<file path="config.mk">
export PLATFORM = sky130hd
export DESIGN_NAME = sc_spi_target
export DESIGN_NICKNAME = d
export VERILOG_FILES = /design/src/rtl/sc_spi_target.sv
export SDC_FILE = /design/constraint.sdc
export NUM_CORES = 1
export LEC_CHECK = 0
export CAP_MARGIN = 25
export CORE_MARGIN = 2
export CORE_UTILIZATION = 30
export CTS_CLUSTER_DIAMETER = 40
export CTS_CLUSTER_SIZE = 24
export DETAILED_ROUTE_END_ITERATION = 8
export PLACE_DENSITY = 0.6
export SYNTH_ARGS = -nofsm -noshare
export SYNTH_HDL_FRONTEND = slang
export SYNTH_SLANG_ARGS = --single-unit
export TNS_END_PERCENT = 5
</file>
<file path="constraint.sdc">
create_clock -name SYSCLK -period 4.1 [get_ports SYSCLK]
set_input_delay 0.615 -clock SYSCLK [delete_from_list [all_inputs] [get_ports SYSCLK]]
set_output_delay 0.615 -clock SYSCLK [all_outputs]
set_load 0.05 [all_outputs]
</file>
<file path="src/rtl/sc_spi_target.sv">
// ============================================================================
// Module      : sc_spi_target
// Description : SPI target engine. Oversamples SCLK/CSB/MOSI on SYSCLK, all
//               four CPOL/CPHA modes, 2..32-bit MSB-first words.
// Revision    : 1.0 - initial release
// ============================================================================
`default_nettype none

module sc_spi_target #(
  parameter int SYNC_STAGES = 2
) (
  input  logic        SYSCLK,
  input  logic        SYSRST,
  input  logic        CPOL,
  input  logic        CPHA,
  input  logic [4:0]  DWIDTH,
  input  logic [31:0] TXDATA,
  output logic        TXLOAD,
  output logic [31:0] RXDATA,
  output logic        RXVALID,
  output logic        BUSY,
  output logic        FRMERR,
  input  logic        SCLK,
  input  logic        CSB,
  input  logic        MOSI,
  output logic        MISO,
  output logic        MISO_OE
);

  typedef enum logic [0:0] {
    ST_IDLE   = 1'b0,
    ST_ACTIVE = 1'b1
  } state_t;

  logic [SYNC_STAGES-1:0] r_sclk_sync, r_csb_sync, r_mosi_sync;
  logic                   r_sclk_d, r_csb_d;

  // CSB synchronizer resets low so a CSB already low at release is not a fall.
  always_ff @(posedge SYSCLK or posedge SYSRST) begin
    if (SYSRST) begin
      r_sclk_sync <= '0;
      r_csb_sync  <= '0;
      r_mosi_sync <= '0;
      r_sclk_d    <= 1'b0;
      r_csb_d     <= 1'b0;
    end else begin
      r_sclk_sync <= {r_sclk_sync[SYNC_STAGES-2:0], SCLK};
      r_csb_sync  <= {r_csb_sync[SYNC_STAGES-2:0], CSB};
      r_mosi_sync <= {r_mosi_sync[SYNC_STAGES-2:0], MOSI};
      r_sclk_d    <= r_sclk_sync[SYNC_STAGES-1];
      r_csb_d     <= r_csb_sync[SYNC_STAGES-1];
    end
  end

  state_t      r_state;
  logic        r_cpha, r_smp_rise;
  logic [4:0]  r_dw, r_bc;
  logic [31:0] r_tx, r_rx, r_rxdata;
  logic        r_done, r_reload, r_skip;
  logic        r_miso, r_txload, r_rxvalid, r_busy, r_frmerr;

  logic        w_sclk_rise, w_sclk_fall, w_csb_rise, w_csb_fall;
  logic        w_smp, w_shf, w_last;
  logic [4:0]  w_dw_in;
  logic [31:0] w_mask;

  assign w_sclk_rise = r_sclk_sync[SYNC_STAGES-1] & ~r_sclk_d;
  assign w_sclk_fall = ~r_sclk_sync[SYNC_STAGES-1] & r_sclk_d;
  assign w_csb_rise  = r_csb_sync[SYNC_STAGES-1] & ~r_csb_d;
  assign w_csb_fall  = ~r_csb_sync[SYNC_STAGES-1] & r_csb_d;
  assign w_smp       = r_smp_rise ? w_sclk_rise : w_sclk_fall;
  assign w_shf       = r_smp_rise ? w_sclk_fall : w_sclk_rise;
  assign w_last      = (r_bc == r_dw);
  assign w_dw_in     = (DWIDTH == 5'd0) ? 5'd1 : DWIDTH;
  assign w_mask      = 32'hFFFF_FFFF >> (5'd31 - r_dw);

  always_ff @(posedge SYSCLK or posedge SYSRST) begin
    if (SYSRST) begin
      r_state    <= ST_IDLE;
      r_cpha     <= 1'b0;
      r_smp_rise <= 1'b1;
      r_dw       <= 5'd1;
      r_bc       <= 5'd0;
      r_tx       <= '0;
      r_rx       <= '0;
      r_rxdata   <= '0;
      r_done     <= 1'b0;
      r_reload   <= 1'b0;
      r_skip     <= 1'b0;
      r_miso     <= 1'b0;
      r_txload   <= 1'b0;
      r_rxvalid  <= 1'b0;
      r_busy     <= 1'b0;
      r_frmerr   <= 1'b0;
    end else begin
      r_txload  <= 1'b0;
      r_rxvalid <= 1'b0;
      r_frmerr  <= 1'b0;
      r_done    <= 1'b0;
      if (r_done) begin
        r_rxvalid <= 1'b1;
        r_rxdata  <= r_rx & w_mask;
      end
      case (r_state)
        ST_IDLE: begin
          if (w_csb_fall) begin
            r_state    <= ST_ACTIVE;
            r_cpha     <= CPHA;
            r_smp_rise <= ~(CPOL ^ CPHA);
            r_dw       <= w_dw_in;
            r_tx       <= TXDATA;
            r_txload   <= 1'b1;
            r_bc       <= 5'd0;
            r_busy     <= 1'b1;
            r_skip     <= 1'b0;
            r_reload   <= 1'b0;
            r_miso     <= CPHA ? 1'b0 : TXDATA[w_dw_in];
          end
        end
        default: begin
          if (w_smp) begin
            r_rx <= {r_rx[30:0], r_mosi_sync[SYNC_STAGES-1]};
            if (w_last) begin
              r_bc     <= 5'd0;
              r_done   <= 1'b1;
              r_reload <= r_cpha;
            end else begin
              r_bc <= r_bc + 5'd1;
            end
          end
          if (w_csb_rise) begin
            // A word completing on the same cycle as CSB rise is not an error.
            r_state  <= ST_IDLE;
            r_busy   <= 1'b0;
            r_miso   <= 1'b0;
            r_bc     <= 5'd0;
            r_reload <= 1'b0;
            r_frmerr <= w_smp ? ~w_last : (r_bc != 5'd0);
          end else if (r_done && !r_cpha) begin
            // CPHA=0: next word's MSB must be on MISO before its first sample
            // edge, so load now and swallow the trailing shift edge.
            r_tx     <= TXDATA;
            r_miso   <= TXDATA[r_dw];
            r_txload <= 1'b1;
            r_skip   <= 1'b1;
          end else if (w_shf) begin
            if (r_cpha) begin
              if (r_reload) begin
                r_tx     <= TXDATA << 1;
                r_miso   <= TXDATA[r_dw];
                r_txload <= 1'b1;
                r_reload <= 1'b0;
              end else begin
                r_tx   <= r_tx << 1;
                r_miso <= r_tx[r_dw];
              end
            end else if (r_skip) begin
              r_skip <= 1'b0;
            end else begin
              r_tx   <= r_tx << 1;
              r_miso <= r_tx[r_dw - 5'd1];
            end
          end
        end
      endcase
    end
  end

  assign TXLOAD  = r_txload;
  assign RXDATA  = r_rxdata;
  assign RXVALID = r_rxvalid;
  assign BUSY    = r_busy;
  assign FRMERR  = r_frmerr;
  assign MISO    = r_miso;
  assign MISO_OE = r_busy;

endmodule

`default_nettype wire

</file>
==> results.txt, run 1 <==
Clk_lat worst skew = 0.43 ns
PortBufs = 81
Clock sinks = 125
Fmax = 382 MHz
Synth Instances = 733
Count of distinct cell types in the synthesized netlist = 64
Top Metal Used = met4
WL/cell = 17.1 um
Synth Cell Area = 7020 sq um
H-tree level count = 4
Detailed-route via count = 5824
Die X = 157 um
Drc violations = 0
Main synth FF type = dfrtp_1
CTS tree = yes
Gr ovfl total = 0
Die ar. = 24600 sq um
Antenna-violating nets left = 0
Clock-pin slew on the worst setup and hold paths = 0.06 ns
Clock Skew = 0.00989 ns
Worst-path maximum fanout = 14
Fraction of layout cells with a size suffix above 1 = 0.144
Setup TNS = 0 ns
Outcome = completed
Syn_area_per_cell = 9.57 sq um
Met1 WL = 8880 um
Initial antenna violation count = 0
Clk root buf = clkbuf_16
Max-slew violations = 0
RePlAce Congestion = 0.861
Setup CP Type = input port to flip-flop
Critical path data arrival time = 2.92 ns
Post-layout min period = 2.62 ns
Seq/Total Area, Yosys = 0.446
Slew @ Worst Pin = 0.730 ns
HP Class = flip-flop to flip-flop
Starting Density = 0.308
Fin cells = 1118
Wirelength, routed = 19100 um
Maximum vdd drop = 0.000235 V
Max cap viols = 0
Req. time, crit path = 4.40 ns
Core area = 22800 sq um
Drt initial violations = 448
Placed wire-length estimate after detailed placement = 13000 um
Met3 wire len = 1140 um
Drt pass-1 iters = 5
Register bit count reported by yosys = 125
Slew HR = 0.513
Cts repair resizes = 0
Hold Violations, Final = 0
Yosys warns = 0
GRT Total Usage = 0.160
Ant diodes = 0
First-pass GRT wire length = 30800 um
RSZ-0062 raised after global routing = no
Post-CTS Hold Buffers = 0
Crit end category = flip-flop
Area grow syn2layout = 23.5%
Pwr Density = 531 nW/um^2
Largest net degree at the start of global routing = 71
IO Pins = 82
Syn_nets = 783
Final setup violation count = 0
CTS buffer count = 17
Vias in the first global route = 5539
Commonest non-fill, non-tap cell in the layout = dfrtp_1
Die Span Y = 157 um
CP startpoint kind = input port
Number of cell rows = 55
Commonest cells after routing, fill and taps aside = dfrtp_1, nand2_1, clkdlybuf4s50_1, a21oi_1, o21ai_0
Part of the cycle the worst path needs = 0.639
Placed Cells = 1086
CTS Buffer Depth = 2
Leakage = 0.00355 uW
Fin nets = 842
Setup bufs post-CTS = 0
Number of synthesized flops with an enable pin = 0
Vias per cell = 5.21
Met2 routed WL = 8750 um
Async SR Flop Fraction = 1.00
sequential cells by signal, indices dropped and copies added, names as in the netlist, 2 cells and up:
register     cells
RXDATA          32
r_dw             5
r_rx            32
r_tx            32
r_bc             5
r_mosi_sync      2
r_csb_sync       2
r_sclk_sync      2
stage by stage:
stage               area, sq um  setup WS, ns  hold slack, ns  total power (uW)   util
floorplan                  7020         0.161           0.331              2680      -
global placement           8070          1.23           0.336              3050  0.354
detailed placement         8070          1.07           0.340              3070  0.354
CTS                        8670          1.47           0.353              4620  0.381
global route               8670          1.37           0.358              4840  0.381
finish                     8670          1.48           0.348              4600  0.381
final cells by class:
| type | count | area, sq um |
|---|---|---|
| well taps | 313 | 392 |
| fillers | 2301 | 14100 |
| repair buffers | 95 | 928 |
| clock buffers | 20 | 467 |
| flip-flops and latches | 125 | 3130 |
| multi-input cells | 505 | 3430 |
| clock inverters | 12 | 134 |
| inverters | 48 | 183 |
Yosys cell counts, drive strengths merged (5+ instances only):
| master | n | area [sq um] |
|---|---|---|
| dfrtp | 123 | 3080 |
| nand2 | 106 | 400 |
| a21oi | 78 | 390 |
| o21ai | 66 | 330 |
| inv | 48 | 180 |
| nand3 | 48 | 240 |
| mux2 | 39 | 439 |
| clkbuf | 37 | 143 |
| mux4 | 23 | 529 |
| o22ai | 19 | 119 |
| buf | 18 | 135 |
| mux2i | 16 | 160 |
| nor2 | 12 | 45.0 |
| nor3 | 9 | 56.3 |
| nand2b | 7 | 43.8 |
| ha | 6 | 75.1 |
| nor2b | 6 | 37.5 |
| nand4 | 5 | 31.3 |
| o2111ai | 5 | 43.8 |
| o211ai | 5 | 42.5 |
| xor2 | 5 | 51.3 |
kinds of logic after synthesis:
family                     after synthesis  share of synthesized area
AOI/OAI and AO/OA                      204                      0.168
DFF                                    125                      0.446
and+or+nand+nor                        209                      0.139
adders and majority gates                6                     0.0107
muxes                                   78                      0.161
xor gates and xnor gates                 8                     0.0111
buffers and inverters                  103                     0.0653
layer usage:
layer	track usage	vias up
li1	-	2742
met1	0.228	2842
met2	0.244	219
met3	0.0330	21
met4	0.0516	0
met5	0	-
where the power goes:
part | switching, uW | internal, uW
combinational | 751 | 602
sequential | 247 | 1460
clock | 596 | 947
path summary, 6_finish.rpt:
kind | startpoint | end | slack, ns | cells past startpoint
min in group asynchronous | SYSRST | RXDATA[15] | 0.66 | 2
max in group asynchronous | SYSRST | r_tx[15] | 2.61 | 3
setup / recovery | DWIDTH[0] | MISO | 1.48 | 6
hold / removal | r_csb_sync[0] | r_csb_sync[1] | 0.35 | 0
hold reg to reg | r_csb_sync[0] | r_csb_sync[1] | 0.35 | 0
setup reg to reg | r_dw[0] | MISO | 1.50 | 6
critical path, cell delays in order:
cell and delay, ns:
clkdlybuf4s50_1 0.76, a21oi_1 0.66, mux2i_1 0.30, a211oi_1 0.10, a221oi_1 0.36, o211ai_2 0.12
Power figures use the tool's default switching activity.
==> run 2: changes to the inputs <==
==> constraint.sdc (replaced) <==
create_clock -name SYSCLK -period 2.1 [get_ports SYSCLK]
set_input_delay 0.315 -clock SYSCLK [delete_from_list [all_inputs] [get_ports SYSCLK]]
set_output_delay 0.315 -clock SYSCLK [all_outputs]
set_load 0.05 [all_outputs]
==> results.txt, run 2 (same netlist as run 1, synthesis figures left out) <==
Final Instance Area = 9330 sq um
Largest net degree at the start of global routing = 65
Die ar. = 24600 sq um
Hold Slack = 0.325 ns
Slew HR = 0.587
First-pass GRT wire length = 32100 um
GRT Total Usage = 0.168
Failing checks = negative setup slack
Fmax = 436 MHz
Clock sinks = 125
Area grow syn2layout = 33.0%
Ant diodes = 0
Hold path cells = 1
Fraction of layout cells with a size suffix above 1 = 0.218
PortBufs = 81
Starting Density = 0.308
Post-CTS Hold Buffers = 0
CP startpoint kind = flip-flop
CTS tree = yes
Final worst setup slack = -0.195 ns
Worst reg2reg path endpoint = MISO
Max cap viols = 0
Final setup violation count = 1
Hold Violations, Final = 0
Outcome = finished, violations left
Drc violations = 0
Clock Skew = 0.00664 ns
RePlAce Congestion = 0.887
Vias in the first global route = 5837
Setup bufs post-CTS = 0
Gr ovfl total = 0
Drt pass-1 iters = 6
Hold EP = r_sclk_sync[0]
Placed Cells = 1160
Commonest non-fill, non-tap cell in the layout = dfrtp_1
Clk root buf = clkbuf_16
Maximum vdd drop = 0.000479 V
Number of cell rows = 55
Commonest cells after routing, fill and taps aside = dfrtp_1, nand2_1, buf_4, clkdlybuf4s50_1, a21oi_1
Worst-path cell chain = buf_12 > mux4_1 > mux4_2 > nor4_1 > or4_1 > o211ai_2
Placed inst area = 8670 sq um
Placed wire-length estimate after detailed placement = 14400 um
Part of the cycle the worst path needs = 1.09
Setup CP Type = flip-flop to flip-flop
Worst-path maximum fanout = 5
Fin nets = 916
Finished Core Util = 0.410
CP top delay family = multiplexers
Pwr Density = 1040 nW/um^2
Hold_sp = SCLK
Fin cells = 1192
Die X = 157 um
Vias per cell = 5.12
Buf/Inv on CP = 1
Post-layout min period = 2.29 ns
Core area = 22800 sq um
Drt initial violations = 348
R2R Setup Slk = -0.19 ns
HP Class = input port to flip-flop
Antenna-violating nets left = 0
Critical path data arrival time = 2.59 ns
Critical path origin = r_dw[0]
H-tree level count = 4
Setup TNS = -0.195 ns
Detailed-route via count = 6102
Crit end category = flip-flop
Reg2reg path depth = 6
Clock-pin slew on the worst setup and hold paths = 0.06 ns
Slowest library cell on the worst path = dfstp_2
Crit path largest cell delay = 0.58 ns
CTS buffer count = 17
CTS Buffer Depth = 2
Slew @ Worst Pin = 0.620 ns
IO Pins = 82
Initial antenna violation count = 0
Clk_lat worst skew = 0.43 ns
Max-slew violations = 0
Worst flop-to-flop path startpoint = r_dw[0]
WL/cell = 16.8 um
Wirelength, routed = 20100 um
Leakage = 0.00394 uW
Req. time, crit path = 2.39 ns
RSZ-0062 raised after global routing = yes
Die Span Y = 157 um
==> run 2: cell count changes in the layout (fill, tap and decap cells not counted), moves of 2 or more <==
cell / before / now
buf_12: 1 / 5
buf_4: 13 / 82
bufinv_16: 2 / 4
clkbuf_8: 3 / 0
clkinv_2: 3 / 0
inv_6: 3 / 6
inv_8: 0 / 3
==> run 2: worst max-delay path by stage <==
stage,slack [ns],depth (start not counted),endpoint
floorplan,-0.64,10,MISO
global placement,-0.25,7,MISO
detailed placement,-0.31,7,MISO
CTS,-0.20,6,MISO
global route,-0.29,7,MISO
finish,-0.19,6,MISO
==> run 2: power by group <==
part / internal [uW] / switching (uW) / leakage, uW
clock network: 2030 / 1250 / 0.000316
logic: 1490 / 1620 / 0.00198
registers: 2850 / 436 / 0.00165
total: 6370 / 3300 / 0.00394
==> run 2: through the flow <==
stage,setup WS [ns],power [uW]
5_1_grt,-0.294,10200
4_1_cts,-0.201,9720
6_report,-0.195,9670
2_1_floorplan,-0.636,5230
3_3_place_gp,-0.246,6330
3_5_place_dp,-0.308,6390
==> run 2: metal layers <==
metal  global-route usage  share of wire  vias up
li1                     -              -     2894
met1                0.238           0.47     2963
met2                0.255           0.45      213
met3               0.0325          0.056       32
met4               0.0638          0.022        0
met5                    0              0        -
==> run 2: repair_timing <==
action / in CTS / in global routing
gates resized for setup: 3 / 1
endpoints found under the setup margin: 1 / 2
pin swaps: 0 / 0
==> run 2: final cells by class <==
type	count	area, sq um
repair buffers	169	1540
fillers	2231	13400
clock buffers	17	425
clock inverters	15	223
inverters	48	184
well taps	313	392
flip-flops and latches	125	3130
multi-input cells	505	3440
==> run 3: changes to the inputs <==
--- a/config.mk
+++ b/config.mk
@@ -11,8 +11,8 @@
 export CTS_CLUSTER_DIAMETER = 40
 export CTS_CLUSTER_SIZE = 24
 export DETAILED_ROUTE_END_ITERATION = 8
-export PLACE_DENSITY = 0.6
+export SETUP_SLACK_MARGIN = 0.3
 export SYNTH_ARGS = -nofsm -noshare
 export SYNTH_HDL_FRONTEND = slang
 export SYNTH_SLANG_ARGS = --single-unit
-export TNS_END_PERCENT = 5
+export TNS_END_PERCENT = 30
==> results.txt, run 3 (same netlist as run 1, synthesis figures left out) <==
Largest net degree at the start of global routing = 65
Met3 wire len = 1280 um
Leakage = 0.00423 uW
Drc violations = 0
Worst-path cell chain = buf_12 > inv_6 > ha_4 > mux4_2 > mux4_2 > nor4_2 > or4_1 > o211ai_2
Slew HR = 0.624
HP Class = input port to async pin
Max cap viols = 0
Buf/Inv on CP = 2
Hold Slack = 0.241 ns
Core area = 22800 sq um
Clock sinks = 125
Commonest cells after routing, fill and taps aside = dfrtp_1, nand2_1, buf_4, a21oi_1, o21ai_0
Vias per cell = 5.17
Crit end category = flip-flop
Fraction of layout cells with a size suffix above 1 = 0.248
Commonest non-fill, non-tap cell in the layout = dfrtp_1
RSZ-0062 raised after global routing = yes
Final Instance Area = 9530 sq um
Starting Density = 0.308
Drt pass-1 iters = 5
Antenna-violating nets left = 0
Clk_lat worst skew = 0.43 ns
Detailed-route via count = 6258
Area grow syn2layout = 35.8%
RePlAce Congestion = 0.892
PortBufs = 81
Gr ovfl total = 0
Die ar. = 24600 sq um
Die Span Y = 157 um
CTS buffer count = 17
Final setup violation count = 1
Pwr Density = 1010 nW/um^2
Hold Violations, Final = 0
Top Metal Used = met4
Slew @ Worst Pin = 0.564 ns
Met2 routed WL = 10100 um
Post-CTS Hold Buffers = 0
First-pass GRT wire length = 33900 um
Clock Skew = 0.0110 ns
Slowest library cell on the worst path = dfstp_2
Crit path largest cell delay = 0.57 ns
Clock-pin slew on the worst setup and hold paths = 0.07 ns
Failing checks = negative setup slack
IO Pins = 82
Fin cells = 1211
Post-layout min period = 2.37 ns
Die X = 157 um
Placed inst area = 8770 sq um
Worst-path maximum fanout = 5
CTS Buffer Depth = 2
Met1 WL = 9640 um
Most used cell, CP = mux4_2
Initial antenna violation count = 0
Maximum vdd drop = 0.000516 V
Ant diodes = 0
Placed Cells = 1170
H-tree level count = 4
Placed wire-length estimate after detailed placement = 15000 um
Part of the cycle the worst path needs = 1.13
Setup CP Type = flip-flop to flip-flop
CP startpoint kind = flip-flop
Drt initial violations = 429
CTS tree = yes
Final worst setup slack = -0.271 ns
Vias in the first global route = 6121
Critical path data arrival time = 2.66 ns
Max-slew violations = 0
Fin nets = 935
Outcome = finished, violations left
Req. time, crit path = 2.39 ns
Clk root buf = clkbuf_16
Wirelength, routed = 21600 um
CP top delay family = multiplexers
GRT Total Usage = 0.178
Fmax = 422 MHz
Number of cell rows = 55
WL/cell = 17.8 um
[run 3: cell types whose count changed in the layout (fill, tap and decap cells not counted), sizes merged]
cell | before | now
clkinvlp | 2 | 3
bufinv | 4 | 1
clkbuf | 17 | 18
dlygate4sd2 | 0 | 38
buf | 88 | 106
inv | 56 | 58
clkdlybuf4s50 | 81 | 43
[run 3: cell type report]
type / instances / area (sq um)
Clock inverter: 15 / 170
Sequential cell: 125 / 3130
Clock buffer: 17 / 425
Inverter: 48 / 189
Timing Repair Buffer: 188 / 1710
Tap cell: 313 / 392
Fill cell: 2215 / 13200
Multi-Input combinational cell: 505 / 3510
[run 3: timing repair]
item / in CTS / in global routing
resized for setup: 47 / 24
setup endpoints to repair: 79 / 41
pin swaps: 4 / 4
setup buffers: 6 / 1
gates cloned: 0 / 2
[run 3: where the power goes]
group / switching [uW] / internal, uW
clock: 1310 / 1700
sequential: 463 / 2850
combinational: 1720 / 1600
total: 3500 / 6150
[run 3: per-layer routing]
layer	vias up	GRT usage
met2	225	0.275
met5	-	0
met4	0	0.0686
li1	2929	-
met3	35	0.0383
met1	3069	0.244
[run 3: path summary, 6_finish.rpt]
| kind | start | end | slack, ns | depth (start not counted) |
|---|---|---|---|---|
| worst max-delay path | r_dw[0] | MISO | -0.27 | 8 |
| worst min-delay path | SYSRST | r_bc[0] | 0.24 | 2 |
| worst max register to register | r_dw[0] | MISO | -0.27 | 8 |
| worst min register to register | r_csb_sync[0] | r_csb_sync[1] | 0.35 | 0 |
| max in group asynchronous | SYSRST | r_dw[0] | 1.30 | 3 |
| min in group SYSCLK | SCLK | r_sclk_sync[0] | 0.33 | 1 |
[run 3: stage by stage]
step | setup WS, ns | util | setup TNS, ns | total power [uW]
final | -0.271 | 0.418 | -0.271 | 9650
after global routing | -0.358 | 0.418 | -0.358 | 10200
after CTS | -0.209 | 0.414 | -0.209 | 9590
after detailed placement | -0.309 | 0.385 | -0.309 | 6500
after global placement | -0.246 | 0.385 | -0.246 | 6430
after floorplan | -0.522 | - | -0.522 | 5270
